===== src/rtl/bcd_counter_n.sv =====
// bcd_counter_n
// Parametrised N-digit packed-BCD up/down counter with parallel load,
// programmable wrap limit, terminal-count pulse and load validation.
// Digit k of every packed BCD bus lives in bits [4k+3:4k].

module bcd_counter_n #(
  parameter int DIGITS = 4,
  parameter int W      = 4 * DIGITS
) (
  input  logic         clk,
  input  logic         reset_n,
  input  logic         en,
  input  logic         up_dn,
  input  logic         load,
  input  logic [W-1:0] load_value,
  input  logic [W-1:0] max_value,
  output logic [W-1:0] count,
  output logic         tc,
  output logic         load_err
);

  // ---------------------------------------------------------------------------
  // BCD helper functions
  // ---------------------------------------------------------------------------

  // True when every digit of v is in 0..9.
  function automatic logic bcd_valid(input logic [W-1:0] v);
    logic ok;
    ok = 1'b1;
    for (int k = 0; k < DIGITS; k++) begin
      if (v[4*k +: 4] > 4'd9) begin
        ok = 1'b0;
      end else begin
        ok = ok;
      end
    end
    return ok;
  endfunction

  // Value with every digit set to 9 (largest representable count).
  function automatic logic [W-1:0] bcd_all_nines();
    logic [W-1:0] r;
    r = '0;
    for (int k = 0; k < DIGITS; k++) begin
      r[4*k +: 4] = 4'd9;
    end
    return r;
  endfunction

  // Decimal increment with carry across all digits in one cycle.
  function automatic logic [W-1:0] bcd_inc(input logic [W-1:0] v);
    logic [W-1:0] r;
    logic         carry;
    logic [3:0]   d;
    r     = '0;
    carry = 1'b1;
    for (int k = 0; k < DIGITS; k++) begin
      d = v[4*k +: 4];
      if (carry) begin
        if (d >= 4'd9) begin
          r[4*k +: 4] = 4'd0;
          carry       = 1'b1;
        end else begin
          r[4*k +: 4] = d + 4'd1;
          carry       = 1'b0;
        end
      end else begin
        r[4*k +: 4] = d;
      end
    end
    return r;
  endfunction

  // Decimal decrement with borrow across all digits in one cycle.
  function automatic logic [W-1:0] bcd_dec(input logic [W-1:0] v);
    logic [W-1:0] r;
    logic         borrow;
    logic [3:0]   d;
    r      = '0;
    borrow = 1'b1;
    for (int k = 0; k < DIGITS; k++) begin
      d = v[4*k +: 4];
      if (borrow) begin
        if (d == 4'd0) begin
          r[4*k +: 4] = 4'd9;
          borrow      = 1'b1;
        end else begin
          r[4*k +: 4] = d - 4'd1;
          borrow      = 1'b0;
        end
      end else begin
        r[4*k +: 4] = d;
      end
    end
    return r;
  endfunction

  // ---------------------------------------------------------------------------
  // State
  // ---------------------------------------------------------------------------

  logic [W-1:0] count_q, count_d;
  logic         tc_q, tc_d;
  logic         load_err_q, load_err_d;

  logic [W-1:0] lim_s;
  logic         load_ok_s;
  logic         at_zero_s;
  logic         ge_lim_s;
  logic         gt_lim_s;

  // Effective wrap limit: a malformed max_value falls back to all nines.
  // For valid packed BCD, unsigned binary order equals decimal order, so
  // plain magnitude comparisons are used below.
  always_comb begin
    if (bcd_valid(max_value)) begin
      lim_s = max_value;
    end else begin
      lim_s = bcd_all_nines();
    end
  end

  // Load validation and count-versus-limit comparisons.
  always_comb begin
    load_ok_s = bcd_valid(load_value) && (load_value <= lim_s);
    at_zero_s = (count_q == {W{1'b0}});
    ge_lim_s  = (count_q >= lim_s);
    gt_lim_s  = (count_q >  lim_s);
  end

  // Next-state selection: load has priority over enable, otherwise hold.
  always_comb begin
    count_d    = count_q;
    tc_d       = 1'b0;
    load_err_d = 1'b0;
    if (load) begin
      if (load_ok_s) begin
        count_d    = load_value;
        load_err_d = 1'b0;
      end else begin
        count_d    = count_q;
        load_err_d = 1'b1;
      end
    end else if (en) begin
      if (up_dn) begin
        // ">=" also recovers from a limit lowered below the current count.
        if (ge_lim_s) begin
          count_d = {W{1'b0}};
          tc_d    = 1'b1;
        end else begin
          count_d = bcd_inc(count_q);
          tc_d    = 1'b0;
        end
      end else begin
        if (at_zero_s) begin
          count_d = lim_s;
          tc_d    = 1'b1;
        end else if (gt_lim_s) begin
          // Limit was lowered: clamp to it without signalling a wrap.
          count_d = lim_s;
          tc_d    = 1'b0;
        end else begin
          count_d = bcd_dec(count_q);
          tc_d    = 1'b0;
        end
      end
    end else begin
      count_d = count_q;
    end
  end

  // Output registers with asynchronous active-low reset.
  always_ff @(posedge clk or negedge reset_n) begin
    if (!reset_n) begin
      count_q    <= {W{1'b0}};
      tc_q       <= 1'b0;
      load_err_q <= 1'b0;
    end else begin
      count_q    <= count_d;
      tc_q       <= tc_d;
      load_err_q <= load_err_d;
    end
  end

  assign count    = count_q;
  assign tc       = tc_q;
  assign load_err = load_err_q;

endmodule


===== config.mk =====
export PLATFORM = sky130hd
export DESIGN_NAME = bcd_counter_n
export DESIGN_NICKNAME = d
export VERILOG_FILES = /design/src/rtl/bcd_counter_n.sv
export SDC_FILE = /design/constraint.sdc
export NUM_CORES = 1
export LEC_CHECK = 0
export CORE_MARGIN = 5
export CORE_UTILIZATION = 54
export CTS_CLUSTER_DIAMETER = 120
export DETAILED_ROUTE_END_ITERATION = 12
export GPL_ROUTABILITY_DRIVEN = 0
export HOLD_SLACK_MARGIN = 0.02
export PLACE_DENSITY = 0.79
export SLEW_MARGIN = 20
export SYNTH_ARGS = -nofsm -noshare
export SYNTH_HDL_FRONTEND = slang
export SYNTH_SLANG_ARGS = --single-unit

===== constraint.sdc =====
create_clock -name clk -period 3.1 [get_ports clk]
set_input_delay 0.93 -clock clk [delete_from_list [all_inputs] [get_ports clk]]
set_output_delay 0.93 -clock clk [all_outputs]
set_load 0.02 [all_outputs]

==> results of run 1 <==
-- cell usage after synthesis, types with 2 or more instances --
library cell	instances
a311oi_1	2
or4_1	2
a32oi_1	6
and4_1	4
xor2_1	2
ha_1	44
o2bb2ai_1	3
o211ai_1	5
o2111ai_1	6
nand4_1	20
a21o_1	2
nor2b_1	4
o21ai_0	27
o22ai_1	3
inv_1	14
a31o_2	3
nand2b_1	8
mux2i_1	2
o31a_1	3
o31ai_1	5
mux2_1	5
a211oi_1	2
o21bai_1	2
a311o_1	2
a22oi_1	2
clkbuf_1	4
a21oi_1	22
dfrtp_1	18
nor4_1	4
nor3_1	9
a31oi_1	5
o21a_1	5
a22o_1	2
nand4b_1	2
buf_2	2
nor2_1	28
a21o_2	3
nand3_1	13
o221ai_1	2
o21ai_1	2
buf_6	2
nand2_1	24
xnor2_1	2
-- what timing repair did --
item | CTS
hold buffers | 0
buffers inserted | 22
endpoints found under the setup margin | 18
pin swaps | 49
resized for setup | 124
endpoints found under the hold margin | 0
-- through the flow --
step	hold slack (ps)	setup TNS [ps]	setup slack (ps)
after floorplan	634	-4750	-450
after global placement	638	-18470	-1170
after detailed placement	648	-19380	-1230
after CTS	665	-6440	-498
-- cells by family after synthesis --
group           share of synthesized area
simple gates                        0.256
compound gates                      0.310
fa+ha+maj                           0.195
buf+inv                            0.0411
flops                               0.159
mux                                0.0270
xor+xnor                           0.0124
==> results.tsv, run 1 <==
stage	metric	value	unit
status	outcome	aborted with a tool error	
status	haltStage	global routing	
status	toolErrorMsg	[ERROR DPL-0038] Utilization greater than 100%, impossible to legalize	
place	io_buffers	54	
floorplan	die_h	82.4	µm
synth	yosys_warnings	0	
floorplan	die_w	82.4	µm
synth	netlist_area	2830	µm²
place	post-place-cells	559	
synth	synth_fp_nets	433	
clocking	cts_made_buffers	3	
place	placed_area	4190	µm²
synth	synth_area_leaders	ha_1 (19%), dfrtp_1 (16%), o21ai_0 (4.8%), nand4_1 (4.4%), a21oi_1 (3.9%)	
synth	ys_ff_latch	18	
synth	ys_seq_area_frac	0.159	
clocking	cts_buffer_depth	2	
synth	synth_top_area_frac	0.195	
synth	synth.distinct_cells	68	
global_route	grt_max_degree	19	
synth	synth_flop_cell	dfrtp_1	
floorplan	start_util	0.554	
synth	synth_edf_count	0	
sta	worst-ep-kind	register data pin	
synth	async_flop_share	1.00	
clocking	clock-root-buffer	clkbuf_8	
synth	synth.largest_area_cell	ha_1	
sta	crit_endpoint	count[10]$_DFFE_PN0P_/D	
clocking	cts_sinks	18	
floorplan	ios	55	
clocking	htree_levels	1	
synth	synth.avg_cell_area	8.03	µm²
synth	syn_inst	352	
floorplan	num_rows	26	
place	hpwl	8.89	mm
==> run 2: changes to the inputs <==
Settings changed: CORE_UTILIZATION 54 to 40, CTS_CLUSTER_DIAMETER 120 to not set, HOLD_SLACK_MARGIN 0.02 to not set, PLACE_DENSITY 0.79 to not set, PLACE_DENSITY_LB_ADDON set to 0.15.
==> results.tsv, run 2 <==
stage	metric	value	unit
status	outcome	finished, violations left	
status	violations	setup timing	
floorplan	start_util	0.414	
synth	synthSimpleGateAreaFrac	0.256	
critical_path	critPathMaxStageDelay	370	ps
clocking	postCtsHoldBufs	0	
critical_path	reg2reg_from	count[15]$_DFFE_PN0P_	
critical_path	worst_r2r_path_depth	11	
finish	final_common_cell	buf_4	
floorplan	die_w	94.1	µm
hold_path	min_from	count[10]$_DFFE_PN0P_	
finish	fill_cells	456	
detailed_routing	drtIter0Drc	367	
clocking	cts_made_buffers	3	
critical_path	r2r_setup_slack	120	ps
critical_path	crit_chain	clkdlybuf4s15_2 > o21ai_4 > nand3_4 > nor2b_4 > nand2_2 > ha_4 > nand4_4 > buf_6 > nor4_4 > o21a_2 > o31ai_4 > buf_6 > buf_4 > a21o_2 > a21o_1 > a311oi_2	
critical_path	crit_path_frequent_cell	buf_6	
finish	area_growth	81.1	%
synth	synth.area.mux_share	0.0270	
synth	synth_edf_count	0	
clocking	clk_pin_slew	90	ps
floorplan	dieArea	8850	µm²
synth	synth_xor_area_frac	0.0124	
global_route	grt_overflow	0	
synth	synth.largest_area_cell	ha_1	
finish	diodes	0	
power	pwr_density_cell	690	nW/µm²
detailed_routing	routed_wl	14.6	mm
detailed_routing	ant_nets	0	
power	p_int	0.00177	W
hold_path	hold_path_depth	1	
place	place_ws	-1310	ps
sta	max_freq	257	MHz
clocking	htree_levels	1	
synth	synth_top_family_by_area	compound AO/OA/AOI/OAI gates	
detailed_routing	dr.pass1.iters	7	
power	p_leak	2.12	nW
sta	finalSetupViolations	18	
clocking	cts_buffer_depth	2	
clocking	clock-root-buffer	clkbuf_8	
synth	synth_area_leaders	ha_1 (19%), dfrtp_1 (16%), o21ai_0 (4.8%), nand4_1 (4.4%), a21oi_1 (3.9%)	
critical_path	worst_ep_required_time	3280	ps
synth	synth_flop_cell	dfrtp_1	
finish	multi_input_area	2920	µm²
finish	nets	603	
synth	synthAdderAreaFrac	0.195	
critical_path	crit_path_top_delay_cell	nor4_4	
clocking	cts_sinks	18	
critical_path	worst_setup_path_start_kind	input port	
sta	hold_viol_final	0	
detailed_routing	num_vias	4088	
critical_path	critPathKind	input port to register	
synth	synth.distinct_cells	68	
synth	synth_commonest_cells	ha_1 (44), nor2_1 (28), o21ai_0 (27), nand2_1 (24), a21oi_1 (22)	
synth	synth_fp_nets	433	
synth	ys_seq_area_frac	0.159	
finish	seqCellArea	450	µm²
detailed_routing	vias_per_cell	6.63	
global_route	antenna_found_initial	0	
power	power_frac_seq	0.141	
power	power.share.clock	0.064	
hold_path	hold_class	register to register	
synth	syn_inst	352	
synth	netlist_area	2830	µm²
sta	slew_headroom	0.596	
global_route	grt_pass1_wl	20.3	mm
synth	synth.most_common_cell	ha_1	
finish	mostFrequentLayoutCells	buf_4 (101), clkdlybuf4s50_1 (42), ha_1 (33), buf_6 (26)	
critical_path	crit_fanout	6	
power	pwr-share-comb	0.795	
hold_path	holdPathEnd	count[10]$_DFFE_PN0P_	
sta	timing.hold.ws	699	ps
synth	yosys_warnings	0	
flow_run	drv_cap	0	
sta	finalCriticalPeriod	3890	ps
synth	synth_top_area_frac	0.195	
floorplan	num_rows	30	
synth	async_flop_share	1.00	
power	p_switching	0.00176	W
critical_path	end_kind	register	
place	io_buffers	54	
sta	setup-tns-final	-11040	ps
sta	worst_pin_slew	603	ps
clocking	cts_tree	done	
detailed_routing	drc_errors	0	
finish	drive_above_1_share	0.449	
global_route	grt_pass1_vias	3878	
global_route	grt.total_usage	0.293	
finish	final_util	0.749	
critical_path	rr_endpoint	count[1]$_DFFE_PN0P_	
place	hpwl	9.16	mm
synth	synth.avg_cell_area	8.03	µm²
floorplan	die_h	94.1	µm
floorplan	core	6830	µm²
critical_path	cp.arrival	4070	ps
power	peakVddDrop	534	µV
power	p_sw_frac	0.499	
sta	fin_crit_sh	1.25	
detailed_routing	wire_per_inst	23.7	µm
finish	largest_register_ffs	16	
clocking	clock_latency	280	ps
sta	rsz0062_at_grt	yes	
floorplan	ios	55	
synth	synth_compound_gate_area_share	0.310	
global_route	grt_max_degree	19	
sta	skew	4.98	ps
sta	worst_slack	-789	ps
synth	ys_ff_latch	18	
sta	finalMaxSlewViolations	0	
==> run 2: cell counts after synthesis <==
No cell type changed its count.
==> run 2: worst max path at each step <==
stage	start	endpoint	slack (ps)
after global placement	max_value[2]	count[9]$_DFFE_PN0P_	-1310
after detailed placement	max_value[2]	count[9]$_DFFE_PN0P_	-1310
after floorplan	max_value[14]	count[6]$_DFFE_PN0P_	-450
after global routing	max_value[7]	count[1]$_DFFE_PN0P_	-820
final	max_value[7]	count[1]$_DFFE_PN0P_	-790
after CTS	max_value[9]	count[1]$_DFFE_PN0P_	-530
==> run 2: power groups by stage <==
stage               clock network (W)  logic [W]  registers, W
finish                       0.000225    0.00281      0.000499
CTS                          0.000222    0.00244      0.000490
global route                 0.000224    0.00296      0.000510
floorplan                           0    0.00105      0.000597
detailed placement                  0    0.00208      0.000481
global placement                    0    0.00205      0.000480
==> run 2: per-stage QoR <==
stage	instance area [µm²]	power, W	cells
floorplan	2940	0.00165	352
global placement	4260	0.00253	590
detailed placement	4260	0.00256	590
CTS	4790	0.00315	610
global route	5120	0.00369	617
finish	5120	0.00353	617
==> run 2: per-layer routing <==
layer  GRT usage  up-vias  routed length [µm]
met1       0.361     1918                5540
met4       0.142        0                1120
met5           0        -                   0
li1            -     1729                   -
met3      0.0433      122                1300
met2       0.494      319                6660
==> run 2: area by class of cell <==
class / instances / share of cell area
Clock buffer: 4 / 0.0108
Inverter: 14 / 0.0103
Multi-Input combinational cell: 310 / 0.571
Sequential cell: 18 / 0.0880
Tap cell: 96 / 0.0235
Timing Repair Buffer: 175 / 0.297
==> run 2: what timing repair did <==
item | CTS | global route
pin swaps | 40 | 45
gates cloned | 0 | 0
resized for setup | 119 | 56
buffers inserted | 17 | 10
setup endpoints to repair | 18 | 18
==> run 2: kinds of logic (layout without fill, tap and decap cells) <==
family / Yosys count / count (layout)
DFF: 18 / 18
AOI/OAI and AO/OA: 124 / 124
buffers and inverters: 24 / 193
xor gates and xnor gates: 4 / 4
adders and majority gates: 44 / 44
and+or+nand+nor: 131 / 131
muxes: 7 / 7
==> run 2: worst max-delay path, delay by kind of cell <==
family,cells,cell delay (ps)
AO/OA/AOI/OAI,6,1100
AND/OR/NAND/NOR,5,1020
buffers and inverters,4,680
adder cells (fa/ha/maj),1,300
Power figures use the tool's default switching activity.
